## src/rtl/alu_exec_pkg.sv

```systemverilog
// rtl/alu_exec_pkg.sv - op codes, op classes and divider states for the integer execution unit
package alu_exec_pkg;

  localparam logic [5:0] OP_ADD   = 6'b000000;
  localparam logic [5:0] OP_SUB   = 6'b000001;
  localparam logic [5:0] OP_AND   = 6'b000100;
  localparam logic [5:0] OP_OR    = 6'b000101;
  localparam logic [5:0] OP_XOR   = 6'b000110;
  localparam logic [5:0] OP_MUL   = 6'b001000;
  localparam logic [5:0] OP_MULH  = 6'b001001;
  localparam logic [5:0] OP_MULHU = 6'b001010;
  localparam logic [5:0] OP_DIV   = 6'b001100;
  localparam logic [5:0] OP_DIVU  = 6'b001101;
  localparam logic [5:0] OP_REM   = 6'b001110;
  localparam logic [5:0] OP_REMU  = 6'b001111;
  localparam logic [5:0] OP_ADDI  = 6'b100000;
  localparam logic [5:0] OP_SLL   = 6'b100001;
  localparam logic [5:0] OP_SRA   = 6'b100010;
  localparam logic [5:0] OP_SRL   = 6'b100011;
  localparam logic [5:0] OP_SLT   = 6'b100100;
  localparam logic [5:0] OP_SLTU  = 6'b100101;
  localparam logic [5:0] OP_LUI   = 6'b101010;

  typedef enum logic [1:0] {CLS_SHORT, CLS_MUL, CLS_DIV} op_class_t;
  typedef enum logic [1:0] {IDLE, CALC, FIX, DONE} div_state_t;

  // Unknown codes fall into the short class and produce zero.
  function automatic op_class_t decode_class(input logic [5:0] ctl);
    case (ctl)
      OP_MUL, OP_MULH, OP_MULHU:          return CLS_MUL;
      OP_DIV, OP_DIVU, OP_REM, OP_REMU:   return CLS_DIV;
      default:                            return CLS_SHORT;
    endcase
  endfunction

endpackage

```

## src/rtl/alu_exec_unit_if.sv

```systemverilog
// rtl/alu_exec_unit_if.sv - issue and writeback handshake bundle of the execution unit
interface alu_exec_unit_if #(
  parameter int XLEN  = 32,
  parameter int TAG_W = 5
);
  logic             in_valid;
  logic             in_ready;
  logic [5:0]       in_ctl;
  logic [XLEN-1:0]  in_op1;
  logic [XLEN-1:0]  in_op2;
  logic [TAG_W-1:0] in_tag;
  logic             out_valid;
  logic             out_ready;
  logic [XLEN-1:0]  out_res;
  logic [TAG_W-1:0] out_tag;

  modport master (
    output in_valid, in_ctl, in_op1, in_op2, in_tag, out_ready,
    input  in_ready, out_valid, out_res, out_tag
  );

  modport slave (
    input  in_valid, in_ctl, in_op1, in_op2, in_tag, out_ready,
    output in_ready, out_valid, out_res, out_tag
  );
endinterface

```

## src/rtl/alu_divider.sv

```systemverilog
// rtl/alu_divider.sv - iterative radix-2 restoring divider on magnitudes with sign fix-up
module alu_divider
  import alu_exec_pkg::*;
#(
  parameter int XLEN = 32
) (
  input  logic            clk,
  input  logic            rst_n,
  input  logic            flush,
  input  logic            start,
  input  logic            is_signed,
  input  logic            is_rem,
  input  logic [XLEN-1:0] op1,
  input  logic [XLEN-1:0] op2,
  input  logic            ack,
  output logic            idle,
  output logic            done,
  output logic [XLEN-1:0] res
);
  localparam int CW = $clog2(XLEN);

  div_state_t      state_q, state_d;
  logic [CW-1:0]   cnt_q;
  logic [XLEN-1:0] quo_q, rem_q, dvs_q, op1_q, res_q;
  logic            neg_a_q, neg_b_q, bz_q, rem_sel_q;
  logic [XLEN:0]   shifted, diff;
  logic [XLEN-1:0] q_fix, r_fix, fix_res;
  logic            neg_a, neg_b;

  assign neg_a = is_signed & op1[XLEN-1];
  assign neg_b = is_signed & op2[XLEN-1];

  always_ff @(posedge clk or negedge rst_n) begin
    if (!rst_n) state_q <= IDLE;
    else        state_q <= state_d;
  end

  always_comb begin
    state_d = state_q;
    case (state_q)
      IDLE:    if (start) state_d = CALC;
      CALC:    if (cnt_q == CW'(XLEN-1)) state_d = FIX;
      FIX:     state_d = ack ? IDLE : DONE;
      DONE:    if (ack) state_d = IDLE;
      default: state_d = IDLE;
    endcase
    if (flush) state_d = IDLE;
  end

  assign shifted = {rem_q, quo_q[XLEN-1]};
  assign diff    = shifted - {1'b0, dvs_q};

  always_ff @(posedge clk or negedge rst_n) begin
    if (!rst_n) begin
      cnt_q <= '0; quo_q <= '0; rem_q <= '0; dvs_q <= '0; op1_q <= '0; res_q <= '0;
      neg_a_q <= 1'b0; neg_b_q <= 1'b0; bz_q <= 1'b0; rem_sel_q <= 1'b0;
    end else begin
      if (state_q == IDLE && start) begin
        quo_q     <= neg_a ? -op1 : op1;
        dvs_q     <= neg_b ? -op2 : op2;
        rem_q     <= '0;
        cnt_q     <= '0;
        op1_q     <= op1;
        neg_a_q   <= neg_a;
        neg_b_q   <= neg_b;
        bz_q      <= (op2 == '0);
        rem_sel_q <= is_rem;
      end else if (state_q == CALC) begin
        cnt_q <= cnt_q + 1'b1;
        if (!diff[XLEN]) begin
          rem_q <= diff[XLEN-1:0];
          quo_q <= {quo_q[XLEN-2:0], 1'b1};
        end else begin
          rem_q <= shifted[XLEN-1:0];
          quo_q <= {quo_q[XLEN-2:0], 1'b0};
        end
      end else if (state_q == FIX) begin
        res_q <= fix_res;
      end
    end
  end

  // MIN / -1 falls out of the magnitude path naturally; only divide-by-zero needs overriding.
  always_comb begin
    q_fix = (neg_a_q ^ neg_b_q) ? -quo_q : quo_q;
    r_fix = neg_a_q ? -rem_q : rem_q;
    if (bz_q) begin
      q_fix = '1;
      r_fix = op1_q;
    end
    fix_res = rem_sel_q ? r_fix : q_fix;
  end

  assign idle = (state_q == IDLE);
  assign done = (state_q == FIX) || (state_q == DONE);
  assign res  = (state_q == DONE) ? res_q : fix_res;
endmodule

```

## src/rtl/alu_exec_unit.sv

```systemverilog
// rtl/alu_exec_unit.sv - in-order integer execution unit: short ops, pipelined multiply, iterative divide
module alu_exec_unit
  import alu_exec_pkg::*;
#(
  parameter int XLEN    = 32,
  parameter int TAG_W   = 5,
  parameter int MUL_LAT = 3
) (
  input  logic         clk,
  input  logic         rst_n,
  input  logic         flush,
  alu_exec_unit_if.slave io,
  output logic         busy
);
  localparam int NS = MUL_LAT - 1;
  localparam int SW = $clog2(XLEN);

  op_class_t         cls;
  logic              advance, mul_any, fire, mul_signed;
  logic              div_start, div_idle, div_done, div_signed, div_rem;
  logic [SW-1:0]     shamt;
  logic [XLEN-1:0]   short_res, mul_sel, div_res;
  logic [2*XLEN-1:0] mul_a, mul_b, mul_prod;
  logic [NS-1:0]     mul_v;
  logic [XLEN-1:0]   mul_res [NS];
  logic [TAG_W-1:0]  mul_tag [NS];
  logic [TAG_W-1:0]  div_tag;

  assign cls     = decode_class(io.in_ctl);
  assign advance = ~io.out_valid | io.out_ready;
  assign mul_any = |mul_v;
  // Short and divide ops must wait for the mul pipe to drain so results stay in order.
  assign io.in_ready = rst_n & ~flush & advance & div_idle & ((cls == CLS_MUL) | ~mul_any);
  assign fire      = io.in_valid & io.in_ready;
  assign div_start = fire & (cls == CLS_DIV);
  assign busy      = io.out_valid | mul_any | ~div_idle;
  assign shamt     = io.in_op2[SW-1:0];

  always_comb begin
    short_res = '0;
    case (io.in_ctl)
      OP_ADD, OP_ADDI: short_res = io.in_op1 + io.in_op2;
      OP_SUB:          short_res = io.in_op1 - io.in_op2;
      OP_AND:          short_res = io.in_op1 & io.in_op2;
      OP_OR:           short_res = io.in_op1 | io.in_op2;
      OP_XOR:          short_res = io.in_op1 ^ io.in_op2;
      OP_SLL:          short_res = io.in_op1 << shamt;
      OP_SRL:          short_res = io.in_op1 >> shamt;
      OP_SRA:          short_res = $unsigned($signed(io.in_op1) >>> shamt);
      OP_SLT:          short_res = {{(XLEN-1){1'b0}}, $signed(io.in_op1) < $signed(io.in_op2)};
      OP_SLTU:         short_res = {{(XLEN-1){1'b0}}, io.in_op1 < io.in_op2};
      OP_LUI:          short_res = io.in_op2;
      default:         short_res = '0;
    endcase
  end

  assign mul_signed = (io.in_ctl == OP_MULH);
  assign mul_a      = {{XLEN{mul_signed & io.in_op1[XLEN-1]}}, io.in_op1};
  assign mul_b      = {{XLEN{mul_signed & io.in_op2[XLEN-1]}}, io.in_op2};
  assign mul_prod   = mul_a * mul_b;
  assign mul_sel    = (io.in_ctl == OP_MUL) ? mul_prod[XLEN-1:0] : mul_prod[2*XLEN-1:XLEN];

  always_ff @(posedge clk or negedge rst_n) begin
    if (!rst_n) begin
      mul_v <= '0;
      for (int k = 0; k < NS; k++) begin
        mul_res[k] <= '0;
        mul_tag[k] <= '0;
      end
    end else if (flush) begin
      mul_v <= '0;
    end else if (advance) begin
      mul_v[0]   <= fire & (cls == CLS_MUL);
      mul_res[0] <= mul_sel;
      mul_tag[0] <= io.in_tag;
      for (int k = 1; k < NS; k++) begin
        mul_v[k]   <= mul_v[k-1];
        mul_res[k] <= mul_res[k-1];
        mul_tag[k] <= mul_tag[k-1];
      end
    end
  end

  always_ff @(posedge clk or negedge rst_n) begin
    if (!rst_n)         div_tag <= '0;
    else if (div_start) div_tag <= io.in_tag;
  end

  assign div_signed = (io.in_ctl == OP_DIV) || (io.in_ctl == OP_REM);
  assign div_rem    = (io.in_ctl == OP_REM) || (io.in_ctl == OP_REMU);

  alu_divider #(.XLEN(XLEN)) u_div (
    .clk       (clk),
    .rst_n     (rst_n),
    .flush     (flush),
    .start     (div_start),
    .is_signed (div_signed),
    .is_rem    (div_rem),
    .op1       (io.in_op1),
    .op2       (io.in_op2),
    .ack       (advance),
    .idle      (div_idle),
    .done      (div_done),
    .res       (div_res)
  );

  // Issue rules make the three sources mutually exclusive in any one cycle.
  always_ff @(posedge clk or negedge rst_n) begin
    if (!rst_n) begin
      io.out_valid <= 1'b0;
      io.out_res   <= '0;
      io.out_tag   <= '0;
    end else if (flush) begin
      io.out_valid <= 1'b0;
    end else if (advance) begin
      if (mul_v[NS-1]) begin
        io.out_valid <= 1'b1;
        io.out_res   <= mul_res[NS-1];
        io.out_tag   <= mul_tag[NS-1];
      end else if (fire && cls == CLS_SHORT) begin
        io.out_valid <= 1'b1;
        io.out_res   <= short_res;
        io.out_tag   <= io.in_tag;
      end else if (div_done) begin
        io.out_valid <= 1'b1;
        io.out_res   <= div_res;
        io.out_tag   <= div_tag;
      end else begin
        io.out_valid <= 1'b0;
      end
    end
  end
endmodule

```

## src/flat_wrapper.sv

```systemverilog
// flat-port wrapper written by rule: the top's interface ports become plain ports
module alu_exec_unit_flat import alu_exec_pkg::*;
#(
  parameter int XLEN    = 32,
  parameter int TAG_W   = 5,
  parameter int MUL_LAT = 3
)
  (clk, rst_n, flush, busy, io_in_valid, io_in_ctl, io_in_op1, io_in_op2, io_in_tag, io_out_ready, io_in_ready, io_out_valid, io_out_res, io_out_tag);
  alu_exec_unit_if #(.XLEN(XLEN), .TAG_W(TAG_W)) io_i ();
  input  logic clk;
  input  logic rst_n;
  input  logic flush;
  output logic busy;
  input wire logic [$bits(io_i.in_valid)-1:0] io_in_valid;
  input wire logic [$bits(io_i.in_ctl)-1:0] io_in_ctl;
  input wire logic [$bits(io_i.in_op1)-1:0] io_in_op1;
  input wire logic [$bits(io_i.in_op2)-1:0] io_in_op2;
  input wire logic [$bits(io_i.in_tag)-1:0] io_in_tag;
  input wire logic [$bits(io_i.out_ready)-1:0] io_out_ready;
  output wire logic [$bits(io_i.in_ready)-1:0] io_in_ready;
  output wire logic [$bits(io_i.out_valid)-1:0] io_out_valid;
  output wire logic [$bits(io_i.out_res)-1:0] io_out_res;
  output wire logic [$bits(io_i.out_tag)-1:0] io_out_tag;
  assign io_i.in_valid = io_in_valid;
  assign io_i.in_ctl = io_in_ctl;
  assign io_i.in_op1 = io_in_op1;
  assign io_i.in_op2 = io_in_op2;
  assign io_i.in_tag = io_in_tag;
  assign io_i.out_ready = io_out_ready;
  assign io_in_ready = io_i.in_ready;
  assign io_out_valid = io_i.out_valid;
  assign io_out_res = io_i.out_res;
  assign io_out_tag = io_i.out_tag;
  alu_exec_unit #(.XLEN(XLEN), .TAG_W(TAG_W), .MUL_LAT(MUL_LAT)) u_core (.clk(clk), .rst_n(rst_n), .flush(flush), .io(io_i), .busy(busy));
endmodule
```

## config.mk

```make
export PLATFORM = sky130hd
export DESIGN_NAME = alu_exec_unit_flat
export DESIGN_NICKNAME = d
export VERILOG_FILES = /design/src/rtl/alu_exec_pkg.sv /design/src/rtl/alu_exec_unit_if.sv /design/src/rtl/alu_divider.sv /design/src/rtl/alu_exec_unit.sv /design/src/flat_wrapper.sv
export SDC_FILE = /design/constraint.sdc
export NUM_CORES = 2
export LEC_CHECK = 0
export CORE_ASPECT_RATIO = 0.8
export CORE_UTILIZATION = 40
export CTS_CLUSTER_DIAMETER = 50
export DETAILED_ROUTE_END_ITERATION = 6
export GPL_TIMING_DRIVEN = 0
export PLACE_DENSITY = 0.63
export SETUP_SLACK_MARGIN = 0.1
export SLEW_MARGIN = 20
export SYNTH_ARGS = -nofsm -noshare
export SYNTH_HDL_FRONTEND = slang
export SYNTH_SLANG_ARGS = --single-unit
```

## constraint.sdc

```tcl
create_clock -name clk -period 5.5 [get_ports clk]
set_input_delay 1.1 -clock clk [delete_from_list [all_inputs] [get_ports clk]]
set_output_delay 1.1 -clock clk [all_outputs]
set_load 0.005 [all_outputs]
```

* Word level (Yosys, flattened, before mapping)
Index checks and enable logic that the tools add are counted.
** Storage, ports and cells
- Register bits after elaboration :: 290
- Bits of input ports :: 80
- Logic and storage cells :: 144
** Cells by class
- Add/subtract/negate cells :: 8
- Multiply operators :: 1
- Order comparisons :: 2
- Equal/unequal tests :: 27
- Shifts and indexed selects :: 3
- Mux-type cells :: 38
- Bitwise logic cells :: 25
- Reductions and logical operators :: 20
** Operators by type and width (count)
- 32-bit 2-to-1 mux :: 17
- 32-bit one-hot mux with 11 select lines :: 1
- 32-bit negator :: 4
- 32-bit < comparator :: 2
- 33-bit by 33-bit multiplier with 64-bit output :: 1
- 6-bit by 4-bit equality test with 1-bit output (second input constant) :: 7
- 6-bit equality test (second input constant) :: 7
- 33-bit by 32-bit subtractor with 33-bit output :: 1
- 32-bit adder :: 1
- 32-bit AND :: 1
- 32-bit logical NOT :: 1
- 32-bit bitwise OR :: 1
- 32-bit by 5-bit left shift with 32-bit output :: 1
- 32-bit by 5-bit right shift with 32-bit output :: 1
- 32-bit by 5-bit >>> shifter with 32-bit output :: 1
- 32-bit subtractor :: 1
- 32-bit XOR :: 1
- 5-bit 2-to-1 mux :: 5
- 6-bit by 3-bit equality test with 1-bit output (second input constant) :: 3
- 2-bit 2-to-1 mux :: 7
- 1-bit AND :: 11
- 3-bit AND reduction :: 3
- 2-bit one-hot mux with 4 select lines :: 1
- 2-bit equality test (second input constant) :: 3
- other kinds (21) :: 42

* Logic depth before layout (Yosys ltp)
- Word-level depth :: 12
- Gate-level depth with buffers :: 35
- Gate-level depth less buffers :: 31

* Cells and area by module
Synthesis repeated with hierarchy kept, for this count alone.
** Second synthesis, totals
- Cell total of the unflattened synthesis :: 7582
- Area total of the unflattened synthesis :: 63365.8 sq um
** Modules (own cells, without submodules)
- alu_exec_unit :: times used 1, cells an instance 6002, area an instance 51091.5 sq um, sequential area each 2977.9 sq um
- alu_divider :: times used 1, cells an instance 1580, area an instance 12274.3 sq um, sequential area each 4279.1 sq um

* Worst setup path before layout
No wires, ideal clock.
- Kind :: input to register
- Start point :: in io_in_op2[2]
- End point :: reg u_core.mul_res[50] (netlist bit)
- Data arrival time :: 9538 ps
- Required time :: 5374 ps
- Path slack :: -4164 ps
- Stages on the path :: 32
- Path buffers :: 7
- Cell sequence :: clkbuf_1 > inv_1 > clkbuf_1 > buf_1 > clkbuf_1 > clkbuf_1 > buf_1 > nor2_1 > fa_1 > inv_1 > fa_1 > inv_1 > fa_1 > fa_1 > fa_1 > inv_1 > fa_1 > fa_1 > inv_1 > fa_1 > ha_1 > clkbuf_1 > a21oi_1 > o21ai_1 > a2111oi_0 > a21oi_1 > a31oi_1 > nand2_1 > and3_1 > a311oi_1 > mux2i_1 > o32a_1
** Between the ends
- Cells in the longest elaborated chain, start to end :: 2
** RTL lines
- from (decl) :: RTL line flat_wrapper.sv:17 : input wire logic [$bits(io_i.in_op2)-1:0] io_in_op2;
- 33-bit by 33-bit multiplier with 64-bit output :: RTL line alu_exec_unit.sv:60 : assign mul_prod = mul_a * mul_b;
- 32-bit 2-to-1 mux :: RTL line alu_exec_unit.sv:61 : assign mul_sel = (io.in_ctl == OP_MUL) ? mul_prod[XLEN-1:0] : mul_prod[2*XLEN-1:XLEN];
- to (signal, indexed assignment) :: RTL line alu_exec_unit.sv:78 : mul_res[k] <= mul_res[k-1];
- to (decl) :: RTL line alu_exec_unit.sv:25 : logic [XLEN-1:0] mul_res [NS];
Every way passes these cells.
A chain may end at the register's enable or synchronous reset.

* Worst setup path after layout
- Start point :: in io_in_op1[0]
- End point :: reg u_core.mul_res[60] (netlist bit)
** Between the ends
- Cells in the longest elaborated chain, start to end :: 2
** RTL lines
- from (decl) :: RTL line flat_wrapper.sv:16 : input wire logic [$bits(io_i.in_op1)-1:0] io_in_op1;
- 33-bit by 33-bit multiplier with 64-bit output :: RTL line alu_exec_unit.sv:60
- 32-bit 2-to-1 mux :: RTL line alu_exec_unit.sv:61
Every way passes these cells.

==> results.tsv <==
metric	value	unit
first_global_vias	60300	
period_share	1.59	
rows	129	
max_freq	114	MHz
cts-buffers-inserted	29	
slew_viol_final	0	
wl	357000	µm
postSynthCellCount	7537	
drcViolationCount	0	
setup_ws	-3.25	ns
yosysWarnings	0	
instances_no_fill	10200	
multi_input_area	0.0513	mm²
endpoint_kind	flip-flop	
clk_latency	0.62	ns
status	finished with violations	
num-nets-final	9578	
slowest_delay	0.79	ns
wl_per_cell	35.2	µm
syn_area	0.0627	mm²
viasPerCell	6.11	
synth.distinct_cells	106	
r2r_cells	12	
avgSynthCellArea	8.32	µm²
hold_buffers	0	
worstMarginPinSlew	1.29	ns
cp-endpoint	u_core.mul_res[60]	
skew	0.0230	ns
r2r_start	u_core.io.out_valid	
cap_violations	0	
relSlewSlack	0.118	
clock-root-buffer	clkbuf_16	
fp.dieArea	0.158	mm²
overflow	0	
synth-compound-area-share	0.133	
seq_area	0.00726	mm²
grtUsageTotal	0.449	
dp.cells	9771	
start_util	0.404	
area.growth.synth_to_final	22.7	%
ys_seq_elements	290	
violations	negative setup slack	
dr.first_iter.drc_count	9422	
grt_pass1_wl	489000	µm
drive_gt1_frac	0.162	
io_pins	120	
yosys-top-cells-area	fa_1 (36%), dfrtp_1 (12%), inv_1 (7.8%)	
finalHoldViolCount	0	
layout_commonest_cell	inv_1	
fillers	14900	
finalSetupViolations	33	
synthAdderAreaFrac	0.429	
synthArstFlopShare	1.00	
cts_tree	yes	
routed-via-count	62000	
whs	0.276	ns
r2r-end	u_core.io.out_res[22]	
dpl.hpwl	289000	µm
fp.dieW	445	µm
synth_seq_area_share	0.116	
clkSlewWorstSetupHoldPaths	0.07	ns
place_congestion	1.12	
arrival	9.29	ns
yosys.area.top_type	fa_1	
rsz0062_at_grt	true	
final_antenna_net_count	0	
critPathRequiredTime	6.05	ns
h-tree-depth	1	
synth_edf_count	0	
critPathLaunchType	input port	
hold_path.class	input port to asynchronous set/reset pin	
drtPass1Iterations	6	
r2r_slack	0.51	ns
crit_top_cell	fa_1	
syn_nets	9092	
muxShareOfSynthArea	0.0289	
ys.flop_type	dfrtp_1	
cpMaxStageDelayCell	clkbuf_1	
yosys.area_share.simple	0.153	
cts_sinks	290	
criticalPathCategory	input port to flip-flop	
io_buffers	119	
grt_max_degree	99	
clock_path_buffers	3	
layout_common_cells	inv_1 (1218), nand2_1 (1199), fa_1 (1083)	
period_needed	8.75	ns
startpoint	io_in_op1[0]	
die_h	356	µm
synthXorXnorAreaFrac	0.0314	
antenna_found_initial	47	
synth_top_family_by_area	adder cells	
core_area	0.155	mm²
crit_path_max_fanout	10	
synth_top_area_frac	0.360	
==> area by class of cell <==
class                   count  share of cell area
flip-flops and latches    290              0.0944
repair buffers            464              0.0578
plain buffers             475              0.0653
inverters                1317              0.0675
diodes                     13            0.000423
clock buffers              38              0.0105
clock inverters            14             0.00233
well taps                2096              0.0341
multi-input cells        5446               0.668
==> cell families (layout without fill, tap and decap cells) <==
logic type,count (synthesis),count (layout)
other,0,13
buffers and inverters,1801,2308
and+or+nand+nor,2297,2297
muxes,132,132
adders and majority gates,1475,1475
DFF,290,290
AOI/OAI and AO/OA,1317,1317
xor gates and xnor gates,225,225
==> worst min path at each step <==
| stage | slack (ns) | to | cells after the start |
|---|---|---|---|
| 2_1_floorplan | 0.44 | u_core.mul_res[31] | 2 |
| 3_3_place_gp | 0.45 | u_core.mul_tag[4] | 2 |
| 3_5_place_dp | 0.45 | u_core.mul_res[12] | 2 |
| 4_1_cts | 0.27 | u_core.u_div.dvs_q[5] | 1 |
| 5_1_grt | 0.27 | u_core.u_div.dvs_q[19] | 1 |
| 6_report | 0.28 | u_core.u_div.dvs_q[5] | 1 |
==> metrics by stage <==
step | worst slack (ns) | setup TNS (ns) | instance area, µm² | util
after floorplan | -3.00 | -82.07 | 63700 | -
after global placement | -13.23 | -4796.98 | 67500 | 0.435
after detailed placement | -6.93 | -264.18 | 68000 | 0.438
after CTS | -3.09 | -88.61 | 75400 | 0.486
after global routing | -3.38 | -97.20 | 76900 | 0.496
final | -3.25 | -93.32 | 76900 | 0.496
==> what timing repair did <==
action | CTS | global route
setup buffers | 229 | 98
resized for setup | 1526 | 221
endpoints found under the setup margin | 63 | 46
cloned | 2 | 1
pin swaps | 195 | 184
==> worst max-delay path, delay by kind of cell <==
kind,cells,cell delay [ns]
fa+ha+maj,9,3.91
buf+inv,9,1.93
compound gates,6,1.33
simple gates,4,0.99
==> per-layer routing <==
layer | global-route usage | up-vias | wire length (µm)
li1 | - | 24800 | -
met1 | 0.595 | 31500 | 135000
met2 | 0.598 | 4698 | 137000
met3 | 0.194 | 1057 | 56600
met4 | 0.277 | 36 | 28000
met5 | 0 | - | 282
==> state kept, by name (all words and copies together) (netlist names), 2 cells and up <==
name	flops
u_core.u_div.quo_q	32
u_core.io.out_res	32
u_core.div_tag	5
u_core.u_div.res_q	32
u_core.io.out_tag	5
u_core.u_div.cnt_q	5
u_core.u_div.op1_q	32
u_core.u_div.state_q	2
u_core.u_div.rem_q	32
u_core.mul_v	2
u_core.mul_tag	10
u_core.u_div.dvs_q	32
u_core.mul_res	64
==> synth_stat cells (all sizes together) (19+ instances only) <==
library cell,instances
inv,1304
nand2,1231
fa,1128
nor2,666
o21ai,430
clkbuf,355
ha,347
a21oi,321
dfrtp,290
xnor2,153
buf,129
nand3,92
mux2i,81
nor3,75
xor2,72
a21o,61
a211oi,59
a22oi,49
o31ai,48
o22ai,46
a31oi,42
mux4,38
nand2b,32
a221oi,30
and3,30
nor4,28
nor2b,27
o211ai,27
o21a,27
nand4,26
o21bai,20
or3,19
Power is left out: the tool's default activity adds up to more than one toggle a clock period on the data nets, which glitch-free logic cannot reach.
